## config.mk

```make
export PLATFORM = sky130hd
export DESIGN_NAME = operand_unpack_pipe_flat
export DESIGN_NICKNAME = d
export VERILOG_FILES = /design/src/rtl/operand_unpack_pipe_if.sv /design/src/rtl/operand_unpack_pipe.sv /design/src/flat_wrapper.sv
export SDC_FILE = /design/constraint.sdc
export NUM_CORES = 1
export LEC_CHECK = 0
export ABC_AREA = 0
export CAP_MARGIN = 20
export CORE_MARGIN = 8
export CORE_UTILIZATION = 55
export DETAILED_ROUTE_END_ITERATION = 7
export PLACE_DENSITY = 0.93
export SYNTH_ARGS = -nofsm -noshare
export SYNTH_HDL_FRONTEND = slang
export SYNTH_SLANG_ARGS = --single-unit
```

## constraint.sdc

```tcl
create_clock -name clk_i -period 4.35 [get_ports clk_i]
set_input_delay 0.87 -clock clk_i [delete_from_list [all_inputs] [get_ports clk_i]]
set_output_delay 0.87 -clock clk_i [all_outputs]
set_load 0.1 [all_outputs]
```

## src/rtl/operand_unpack_pipe_if.sv

```systemverilog
// operand_unpack_pipe_if
// Bundles the operand-pair handshake and the unpacked result bus of the
// FP adder operand unpacker.
//   master : the side that offers operand pairs and accepts results
//            (drives in_valid_i, x_i, y_i, out_ready_i)
//   slave  : the unpacker itself (drives in_ready_o and every result field)
// Packed operands are {sign, exp[EXP_W-1:0], frac[FRAC_W-1:0]}.
interface operand_unpack_pipe_if #(
    parameter int EXP_W  = 8,
    parameter int FRAC_W = 23
);
    localparam int W         = 1 + EXP_W + FRAC_W;
    localparam int SHIFT_MAX = FRAC_W + 3;
    localparam int SHIFT_W   = $clog2(SHIFT_MAX + 1);

    logic                in_valid_i;
    logic                in_ready_o;
    logic [W-1:0]        x_i;
    logic [W-1:0]        y_i;

    logic                out_valid_o;
    logic                out_ready_i;
    logic                big_sign_o;
    logic                small_sign_o;
    logic [EXP_W-1:0]    big_exp_o;
    logic [FRAC_W:0]     big_mant_o;
    logic [FRAC_W:0]     small_mant_o;
    logic [SHIFT_W-1:0]  exp_shift_o;
    logic                swapped_o;
    logic [3:0]          x_class_o;
    logic [3:0]          y_class_o;

    modport master (
        output in_valid_i, x_i, y_i, out_ready_i,
        input  in_ready_o, out_valid_o, big_sign_o, small_sign_o, big_exp_o,
               big_mant_o, small_mant_o, exp_shift_o, swapped_o,
               x_class_o, y_class_o
    );

    modport slave (
        input  in_valid_i, x_i, y_i, out_ready_i,
        output in_ready_o, out_valid_o, big_sign_o, small_sign_o, big_exp_o,
               big_mant_o, small_mant_o, exp_shift_o, swapped_o,
               x_class_o, y_class_o
    );
endinterface

```

## src/rtl/operand_unpack_pipe.sv

```systemverilog
// operand_unpack_pipe
// Two-stage pipelined IEEE-754 operand unpacker feeding the align/add stage
// of the FP adder. Stage 1 decodes each operand (class flags, effective
// exponent, mantissa with hidden bit). Stage 2 orders the pair by magnitude
// and produces the saturated alignment shift for the smaller mantissa.
// Ports:
//   clk_i  : clock, everything on the rising edge
//   rst_i  : synchronous active-high reset, drops all in-flight pairs
//   bus    : operand_unpack_pipe_if.slave
//              in_valid_i/in_ready_o/x_i/y_i      operand pair handshake
//              out_valid_o/out_ready_i            result handshake
//              big_*/small_*/exp_shift_o/swapped_o ordered, unpacked pair
//              x_class_o/y_class_o                {nan, inf, zero, subnormal}
module operand_unpack_pipe #(
    parameter int EXP_W  = 8,
    parameter int FRAC_W = 23
) (
    input  logic                  clk_i,
    input  logic                  rst_i,
    operand_unpack_pipe_if.slave  bus
);
    localparam int W         = 1 + EXP_W + FRAC_W;
    localparam int SHIFT_MAX = FRAC_W + 3;
    localparam int SHIFT_W   = $clog2(SHIFT_MAX + 1);

    // Class flags are one-hot or all-zero for a normal number. Inf/NaN keep
    // their raw fraction so the special-case path can inspect the payload.
    function automatic logic [3:0] classify(input logic [EXP_W-1:0]  e,
                                            input logic [FRAC_W-1:0] f);
        logic e_zero;
        logic e_ones;
        logic f_zero;
        e_zero = (e == '0);
        e_ones = &e;
        f_zero = (f == '0);
        return {e_ones & ~f_zero, e_ones & f_zero, e_zero & f_zero, e_zero & ~f_zero};
    endfunction

    // Subnormals behave as if their exponent were 1, without the hidden bit.
    function automatic logic [EXP_W-1:0] eff_exp(input logic [EXP_W-1:0] e);
        return (e == '0) ? EXP_W'(1) : e;
    endfunction

    logic [EXP_W-1:0]  x_exp;
    logic [EXP_W-1:0]  y_exp;
    logic [FRAC_W-1:0] x_frac;
    logic [FRAC_W-1:0] y_frac;

    assign x_exp  = bus.x_i[W-2:FRAC_W];
    assign y_exp  = bus.y_i[W-2:FRAC_W];
    assign x_frac = bus.x_i[FRAC_W-1:0];
    assign y_frac = bus.y_i[FRAC_W-1:0];

    logic              s1_valid;
    logic              s1_sign_x;
    logic              s1_sign_y;
    logic [EXP_W-1:0]  s1_exp_x;
    logic [EXP_W-1:0]  s1_exp_y;
    logic [FRAC_W:0]   s1_mant_x;
    logic [FRAC_W:0]   s1_mant_y;
    logic [3:0]        s1_class_x;
    logic [3:0]        s1_class_y;

    logic              out_valid;
    logic              big_sign;
    logic              small_sign;
    logic [EXP_W-1:0]  big_exp;
    logic [FRAC_W:0]   big_mant;
    logic [FRAC_W:0]   small_mant;
    logic [SHIFT_W-1:0] exp_shift;
    logic              swapped;
    logic [3:0]        x_class;
    logic [3:0]        y_class;

    logic s2_ready;
    logic s1_ready;

    // A stage may take new data when it is empty or its content moves on
    // this same cycle, which gives full throughput with back-pressure.
    assign s2_ready = ~out_valid | bus.out_ready_i;
    assign s1_ready = ~s1_valid | s2_ready;

    assign bus.in_ready_o = ~rst_i & s1_ready;

    // Magnitude order compares {eff_exp, mant} as one unsigned key, so equal
    // keys keep x as the big operand. The exponent distance is taken one bit
    // wider than the exponent so it can never wrap before saturating.
    logic              x_big;
    logic [EXP_W:0]    exp_diff;
    logic [SHIFT_W-1:0] shift_sat;

    always_comb begin
        x_big    = {s1_exp_x, s1_mant_x} >= {s1_exp_y, s1_mant_y};
        exp_diff = (s1_exp_x >= s1_exp_y) ? ({1'b0, s1_exp_x} - {1'b0, s1_exp_y})
                                          : ({1'b0, s1_exp_y} - {1'b0, s1_exp_x});
        if (exp_diff > (EXP_W+1)'(SHIFT_MAX)) begin
            shift_sat = SHIFT_W'(SHIFT_MAX);
        end else begin
            shift_sat = SHIFT_W'(exp_diff);
        end
    end

    // Both stages live in one block: valids advance whenever the next stage
    // can take them, data registers load only on an actual transfer so a
    // stalled result stays stable.
    always_ff @(posedge clk_i) begin
        if (rst_i) begin
            s1_valid   <= 1'b0;
            s1_sign_x  <= 1'b0;
            s1_sign_y  <= 1'b0;
            s1_exp_x   <= '0;
            s1_exp_y   <= '0;
            s1_mant_x  <= '0;
            s1_mant_y  <= '0;
            s1_class_x <= '0;
            s1_class_y <= '0;
            out_valid  <= 1'b0;
            big_sign   <= 1'b0;
            small_sign <= 1'b0;
            big_exp    <= '0;
            big_mant   <= '0;
            small_mant <= '0;
            exp_shift  <= '0;
            swapped    <= 1'b0;
            x_class    <= '0;
            y_class    <= '0;
        end else begin
            if (s1_ready) begin
                s1_valid <= bus.in_valid_i;
            end
            if (s1_ready && bus.in_valid_i) begin
                s1_sign_x  <= bus.x_i[W-1];
                s1_sign_y  <= bus.y_i[W-1];
                s1_exp_x   <= eff_exp(x_exp);
                s1_exp_y   <= eff_exp(y_exp);
                s1_mant_x  <= {|x_exp, x_frac};
                s1_mant_y  <= {|y_exp, y_frac};
                s1_class_x <= classify(x_exp, x_frac);
                s1_class_y <= classify(y_exp, y_frac);
            end
            if (s2_ready) begin
                out_valid <= s1_valid;
            end
            if (s2_ready && s1_valid) begin
                big_sign   <= x_big ? s1_sign_x : s1_sign_y;
                small_sign <= x_big ? s1_sign_y : s1_sign_x;
                big_exp    <= x_big ? s1_exp_x  : s1_exp_y;
                big_mant   <= x_big ? s1_mant_x : s1_mant_y;
                small_mant <= x_big ? s1_mant_y : s1_mant_x;
                exp_shift  <= shift_sat;
                swapped    <= ~x_big;
                x_class    <= s1_class_x;
                y_class    <= s1_class_y;
            end
        end
    end

    assign bus.out_valid_o  = out_valid;
    assign bus.big_sign_o   = big_sign;
    assign bus.small_sign_o = small_sign;
    assign bus.big_exp_o    = big_exp;
    assign bus.big_mant_o   = big_mant;
    assign bus.small_mant_o = small_mant;
    assign bus.exp_shift_o  = exp_shift;
    assign bus.swapped_o    = swapped;
    assign bus.x_class_o    = x_class;
    assign bus.y_class_o    = y_class;
endmodule

```

## src/flat_wrapper.sv

```systemverilog
// flat-port wrapper written by rule: the top's interface ports become plain ports
module operand_unpack_pipe_flat 
#(
    parameter int EXP_W  = 8,
    parameter int FRAC_W = 23
)
  (clk_i, rst_i, bus_in_valid_i, bus_x_i, bus_y_i, bus_out_ready_i, bus_in_ready_o, bus_out_valid_o, bus_big_sign_o, bus_small_sign_o, bus_big_exp_o, bus_big_mant_o, bus_small_mant_o, bus_exp_shift_o, bus_swapped_o, bus_x_class_o, bus_y_class_o);
  operand_unpack_pipe_if #(.EXP_W(EXP_W), .FRAC_W(FRAC_W)) bus_i ();
  input  logic clk_i;
  input  logic rst_i;
  input wire logic [$bits(bus_i.in_valid_i)-1:0] bus_in_valid_i;
  input wire logic [$bits(bus_i.x_i)-1:0] bus_x_i;
  input wire logic [$bits(bus_i.y_i)-1:0] bus_y_i;
  input wire logic [$bits(bus_i.out_ready_i)-1:0] bus_out_ready_i;
  output wire logic [$bits(bus_i.in_ready_o)-1:0] bus_in_ready_o;
  output wire logic [$bits(bus_i.out_valid_o)-1:0] bus_out_valid_o;
  output wire logic [$bits(bus_i.big_sign_o)-1:0] bus_big_sign_o;
  output wire logic [$bits(bus_i.small_sign_o)-1:0] bus_small_sign_o;
  output wire logic [$bits(bus_i.big_exp_o)-1:0] bus_big_exp_o;
  output wire logic [$bits(bus_i.big_mant_o)-1:0] bus_big_mant_o;
  output wire logic [$bits(bus_i.small_mant_o)-1:0] bus_small_mant_o;
  output wire logic [$bits(bus_i.exp_shift_o)-1:0] bus_exp_shift_o;
  output wire logic [$bits(bus_i.swapped_o)-1:0] bus_swapped_o;
  output wire logic [$bits(bus_i.x_class_o)-1:0] bus_x_class_o;
  output wire logic [$bits(bus_i.y_class_o)-1:0] bus_y_class_o;
  assign bus_i.in_valid_i = bus_in_valid_i;
  assign bus_i.x_i = bus_x_i;
  assign bus_i.y_i = bus_y_i;
  assign bus_i.out_ready_i = bus_out_ready_i;
  assign bus_in_ready_o = bus_i.in_ready_o;
  assign bus_out_valid_o = bus_i.out_valid_o;
  assign bus_big_sign_o = bus_i.big_sign_o;
  assign bus_small_sign_o = bus_i.small_sign_o;
  assign bus_big_exp_o = bus_i.big_exp_o;
  assign bus_big_mant_o = bus_i.big_mant_o;
  assign bus_small_mant_o = bus_i.small_mant_o;
  assign bus_exp_shift_o = bus_i.exp_shift_o;
  assign bus_swapped_o = bus_i.swapped_o;
  assign bus_x_class_o = bus_i.x_class_o;
  assign bus_y_class_o = bus_i.y_class_o;
  operand_unpack_pipe #(.EXP_W(EXP_W), .FRAC_W(FRAC_W)) u_core (.clk_i(clk_i), .rst_i(rst_i), .bus(bus_i));
endmodule
```

# Word level (Yosys, flattened, before mapping)
# Cells that the tools add are included.
# classes
shifts	0
muxes	9
eq_ne	0
addsub	2
n_mul	0
n_div	0
reduce_logical	10
bitwise	17
order_cmp	3
# op_table
op	count
$mux 24	2
$logic_not 23->1	2
$ge 32x32->1	1
$mux 8	3
$sub 8x8->9	2
$logic_not 8->1	2
$reduce_and 8->1	2
$reduce_or 8->1	2
$and 1x1->1	9
$gt 9x5->1 const B	1
$mux 9	1
$ge 8x8->1	1
$not 1->1	6
$mux 5	1
$logic_and 1x1->1	2
$mux 1	2
$or 1x1->1	2
# totals
rom_bits	0
word_cells	60
ramBits	0
register_bits	148
out_inout_bits	74
in_bits	68
latch_bits	0
n_memories	0

# Logic depth before layout (Yosys ltp)
# depth
depth_word	4
ltp_mapped	12
mapped_depth_nobuf	11

# Worst setup path before layout
# No wires, ideal clock.
# synth_path
path_kind	input to output
start	input rst_i
end	output bus_in_ready_o
arrival_time_ps	2881
cell_stages	4
setup_slack_ps	599
path_cell_list	clkbuf_1 clkbuf_1 clkbuf_1 a21oi_1
# synth_via
elab_chain_cells	2
# synth_lines
item	line_no	rtl
start, declared	flat_wrapper.sv:10	input logic rst_i;
$not 1->1	operand_unpack_pipe.sv:83	assign bus.in_ready_o = ~rst_i & s1_ready;
$and 1x1->1	operand_unpack_pipe.sv:83	
end, declared	flat_wrapper.sv:15	output wire logic [$bits(bus_i.in_ready_o)-1:0] bus_in_ready_o;
# No other way between the ends.

# Final worst setup path
# layout_path
start	register u_core.s1_mant_y[14]
end	register u_core.small_mant[9], in the netlist u_core.bus.small_mant_o[9]
# layout_via
elab_chain_cells	2
# layout_lines
item	line_no	rtl
start, declared	operand_unpack_pipe.sv:60	logic [FRAC_W:0] s1_mant_y;
start signal, assigned	operand_unpack_pipe.sv:137	s1_mant_y <= {|y_exp, y_frac};
$ge 32x32->1	operand_unpack_pipe.sv:93	x_big = {s1_exp_x, s1_mant_x} >= {s1_exp_y, s1_mant_y};
$mux 24	operand_unpack_pipe.sv:149	small_mant <= x_big ? s1_mant_y : s1_mant_x;
end signal, assigned	operand_unpack_pipe.sv:149	
end, declared	operand_unpack_pipe.sv:69	logic [FRAC_W:0] small_mant;
# No other way between the ends.
# A chain may end at the register's enable or synchronous reset.

==> key figures <==
Outcome
  – Status: finished clean

Power and ir drop
  – P_leak: 3.75 nW
  – Power per cell area: 444 mW/mm^2
  – Max VDD drop: 0.342 mV

Route
  – Wire per inst: 17.7 um
  – TritonRoute pass-1 iters: 6
  – DRT antenna net count: 0
  – 1st-iter DRT viols: ~660
  – Vias per cell: 5.77
  – Routed vias: 6800
  – Drt total wl: 20.8 mm
  – Post-route DRC violation count: 0

Timing
  – Worst Skew: ~0.013 ns
  – Setup TNS: 0 ns
  – Slew Viols, Final: 0
  – Fin worst setup slack: 1.03 ns
  – Hold slack final: approximately 0.45 ns
  – Setup repair after global routing missed its margin: false
  – Transition time of the tightest slew-check pin: roughly 1.0 ns
  – Fmax: ~0.3 GHz
  – Headroom to the max-slew limit: 0.302
  – Tmin final: 3.32 ns
  – Setup violations, final: 0
  – Final hold viol count: 0
  – Part of the cycle the worst path needs: 0.763

Final layout
  – Design area: 0.00936 mm^2
  – Register Area: between 0.002 and 0.003 mm^2
  – Nets: approximately 1100
  – Multi-input gate area: between 0.003 and 0.004 mm^2
  – Fraction of layout cells with a size suffix above 1: 0.0500
  – Area Overhead vs Synth: 29.2%
  – Fill count: about 970

Yosys
  – Cell Area, Synth: between 0.007 and 0.008 mm^2
  – Primary FF master, synth: dfxtp_1
  – Sequential area share after synthesis: 0.409
  – Synth unique cells: between 50 and 60
  – Largest area contributor in the netlist: dfxtp_1
  – Top post-synthesis cells by area: dfxtp_1 (41%), nand2_1 (8.3%), mux2i_1 (8.3%)
  – Yosys reg bits: around 150
  – Async set-reset flop share out of synthesis: 0
  – Synth top area share: 0.409
  – Syn nets: roughly 990
  – Synthesized netlist cell count: slightly below 900
  – Post-Syn Area per Cell: about 8.2 um^2
  – Post-synth EDFFs: 0
  – Most common cell in the netlist: nand2_1
  – Yosys warns: 0
  – Commonest cells in the netlist: nand2_1 (161), dfxtp_1 (148), a21oi_1 (90)

Floorplanning
  – I/O pins: 142
  – Core ar.: approximately 0.013 mm^2
  – Starting Density: 0.556
  – FP Rows: 42
  – Die area: ~0.017 mm^2
  – Die X: around 130 um
  – Die Y: between 100 and 150 um

GRT
  – GRT Util Overall: 0.247
  – Number of global-route vias before repair: roughly 6700
  – Initial antenna violation count: 1
  – Largest net degree at the start of global routing: about 130
  – Total grt overflow: 0
  – First-pass GRT wire length: 33.0 mm

Worst setup path
  – Setup CP Type: flop to flop
  – CP arrival: around 3.6 ns
  – Crit end category: flop
  – Worst path max stage delay: 0.45 ns
  – Startpoint types: flop
  – Cell chain of the critical path: inv_1, ha_1, and3_1, a221o_1, a221oi_1, o311ai_1, a21oi_4, buf_4, mux2i_1, a211oi_1
  – CP Data Required Time: between 4 and 5 ns
  – Max Fanout on Critical Path: 26
  – CP max stage cell: a221oi_1

Clock network
  – Resize count post-CTS: 0
  – Clock transition at path regs: 0.06 ns
  – Clk root buf: clkbuf_16
  – CTS tree: done
  – Clk sink count: around 150
  – Clk buf depth: 2
  – Post-cts hold buffer count: 0
  – Clock Latency Late Sink: 0.43 ns
  – Num CTS Buffers: 17
  – Setup Fix Bufs, Post-CTS: 0
  – H-tree levels: 4

Placed design
  – Placement Cell Area: approximately 0.0087 mm^2
  – Dpl ws: 1.24 ns
  – Detailed Place HPWL: 14.6 mm
  – Gpl congestion: between 0.9 and 1
  – Buffers on Ports: between 100 and 150

Worst hold path
  – Hold Crit Class: flop to flop

Run
  – Max-cap violations: 0
==> logic make-up (layout without fill, tap and decap cells) <==
group | Yosys count | count (layout) | share of synthesized area
compound gates | 208 | 208 | 0.185
buf+inv | 103 | 226 | 0.0591
xor+xnor | 1 | 1 | 0.00121
simple gates | 313 | 313 | 0.183
fa+ha+maj | 42 | 42 | 0.0746
other cells | 0 | 1 | 0
mux | 63 | 63 | 0.0876
flops | 148 | 148 | 0.409
==> final cells by class <==
| cell class | instances | area share |
|---|---|---|
| multi-input combinational | 627 | 0.414 |
| sequential | 148 | 0.317 |
| timing repair buffer | 148 | 0.160 |
| clock buffer | 19 | 0.0463 |
| tap | 176 | 0.0235 |
| clock inverter | 13 | 0.0210 |
| inverter | 46 | 0.0185 |
| antenna | 1 | 0.000267 |
==> power by group <==
part           total (mW)  switching, mW  internal, mW  leakage [nW]
Clock                1.57          0.604         0.970         0.304
Sequential           1.50         0.0637          1.43          1.22
Combinational        1.08          0.708         0.371          2.23
Total                4.15           1.38          2.78          3.75
==> per-layer routing <==
| metal | GRT usage | vias to the layer above | share of wire |
|---|---|---|---|
| li1 | - | 3278 | - |
| met1 | 0.293 | 3176 | 0.41 |
| met2 | 0.410 | 279 | 0.48 |
| met3 | 0.0511 | 67 | 0.068 |
| met4 | 0.138 | 0 | 0.039 |
| met5 | 0 | - | 0 |
==> critical path: cells and delay by family, from the launching register on <==
kind / cells / cell delay (ns)
flip-flops: 1 / 0.36
adder cells (fa/ha/maj): 1 / 0.32
buffers and inverters: 2 / 0.51
AND/OR/NAND/NOR: 1 / 0.21
AO/OA/AOI/OAI: 5 / 1.63
multiplexers: 1 / 0.16
==> layout by cell type (no fill, tap or decap), types with 2 or more instances in the layout <==
cell / count
nor3_1: 11
nor4_1: 16
o211ai_1: 5
fa_1: 2
a22oi_1: 3
bufinv_16: 4
nor2b_1: 5
clkbuf_1: 2
a21oi_1: 90
clkinv_4: 3
nand3b_1: 2
or3_1: 4
a211o_1: 2
or4_1: 2
nand2_1: 160
o31a_1: 3
nand4_1: 9
mux2i_1: 60
a21o_1: 14
clkbuf_16: 17
nand2b_1: 7
o21a_1: 2
inv_6: 3
buf_4: 6
a211oi_1: 64
buf_12: 3
ha_1: 40
o21ai_0: 8
clkdlybuf4s50_1: 139
and3_1: 2
nor2_1: 86
dfxtp_1: 148
inv_1: 46
o22ai_1: 2
mux2_2: 3
nand3_1: 3
a31oi_1: 3
==> final timing paths <==
path                                                      startpoint  cells after the start  slack [ns]                                       to
worst max register to register     u_core.s1_mant_y[14]$_SDFFE_PP0P_                     10        1.03  u_core.bus.small_mant_o[9]$_SDFFE_PP0P_
worst min-delay path            u_core.bus.x_class_o[0]$_SDFFE_PP0P_                      2        0.45     u_core.bus.x_class_o[0]$_SDFFE_PP0P_
worst max-delay path               u_core.s1_mant_y[14]$_SDFFE_PP0P_                     10        1.03  u_core.bus.small_mant_o[9]$_SDFFE_PP0P_
worst min register to register  u_core.bus.x_class_o[0]$_SDFFE_PP0P_                      2        0.45     u_core.bus.x_class_o[0]$_SDFFE_PP0P_
==> registers in the layout, summed over array words and instances, names as in the netlist, 4 cells and up <==
name	cells
u_core.bus.x_class_o	4
u_core.s1_mant_y	24
u_core.bus.big_mant_o	24
u_core.bus.small_mant_o	24
u_core.bus.exp_shift_o	5
u_core.bus.big_exp_o	8
u_core.s1_class_x	4
u_core.bus.y_class_o	4
u_core.s1_exp_y	8
u_core.s1_exp_x	8
u_core.s1_mant_x	24
u_core.s1_class_y	4
==> metrics by stage <==
stage / total power [mW] / util / cells
2_1_floorplan: 2.31 / - / 878
3_3_place_gp: 2.56 / 0.669 / 1145
3_5_place_dp: 2.59 / 0.669 / 1145
4_1_cts: 4.15 / 0.718 / 1177
5_1_grt: 4.30 / 0.718 / 1178
6_report: 4.15 / 0.718 / 1178
(Power assumes the default switching activity.)
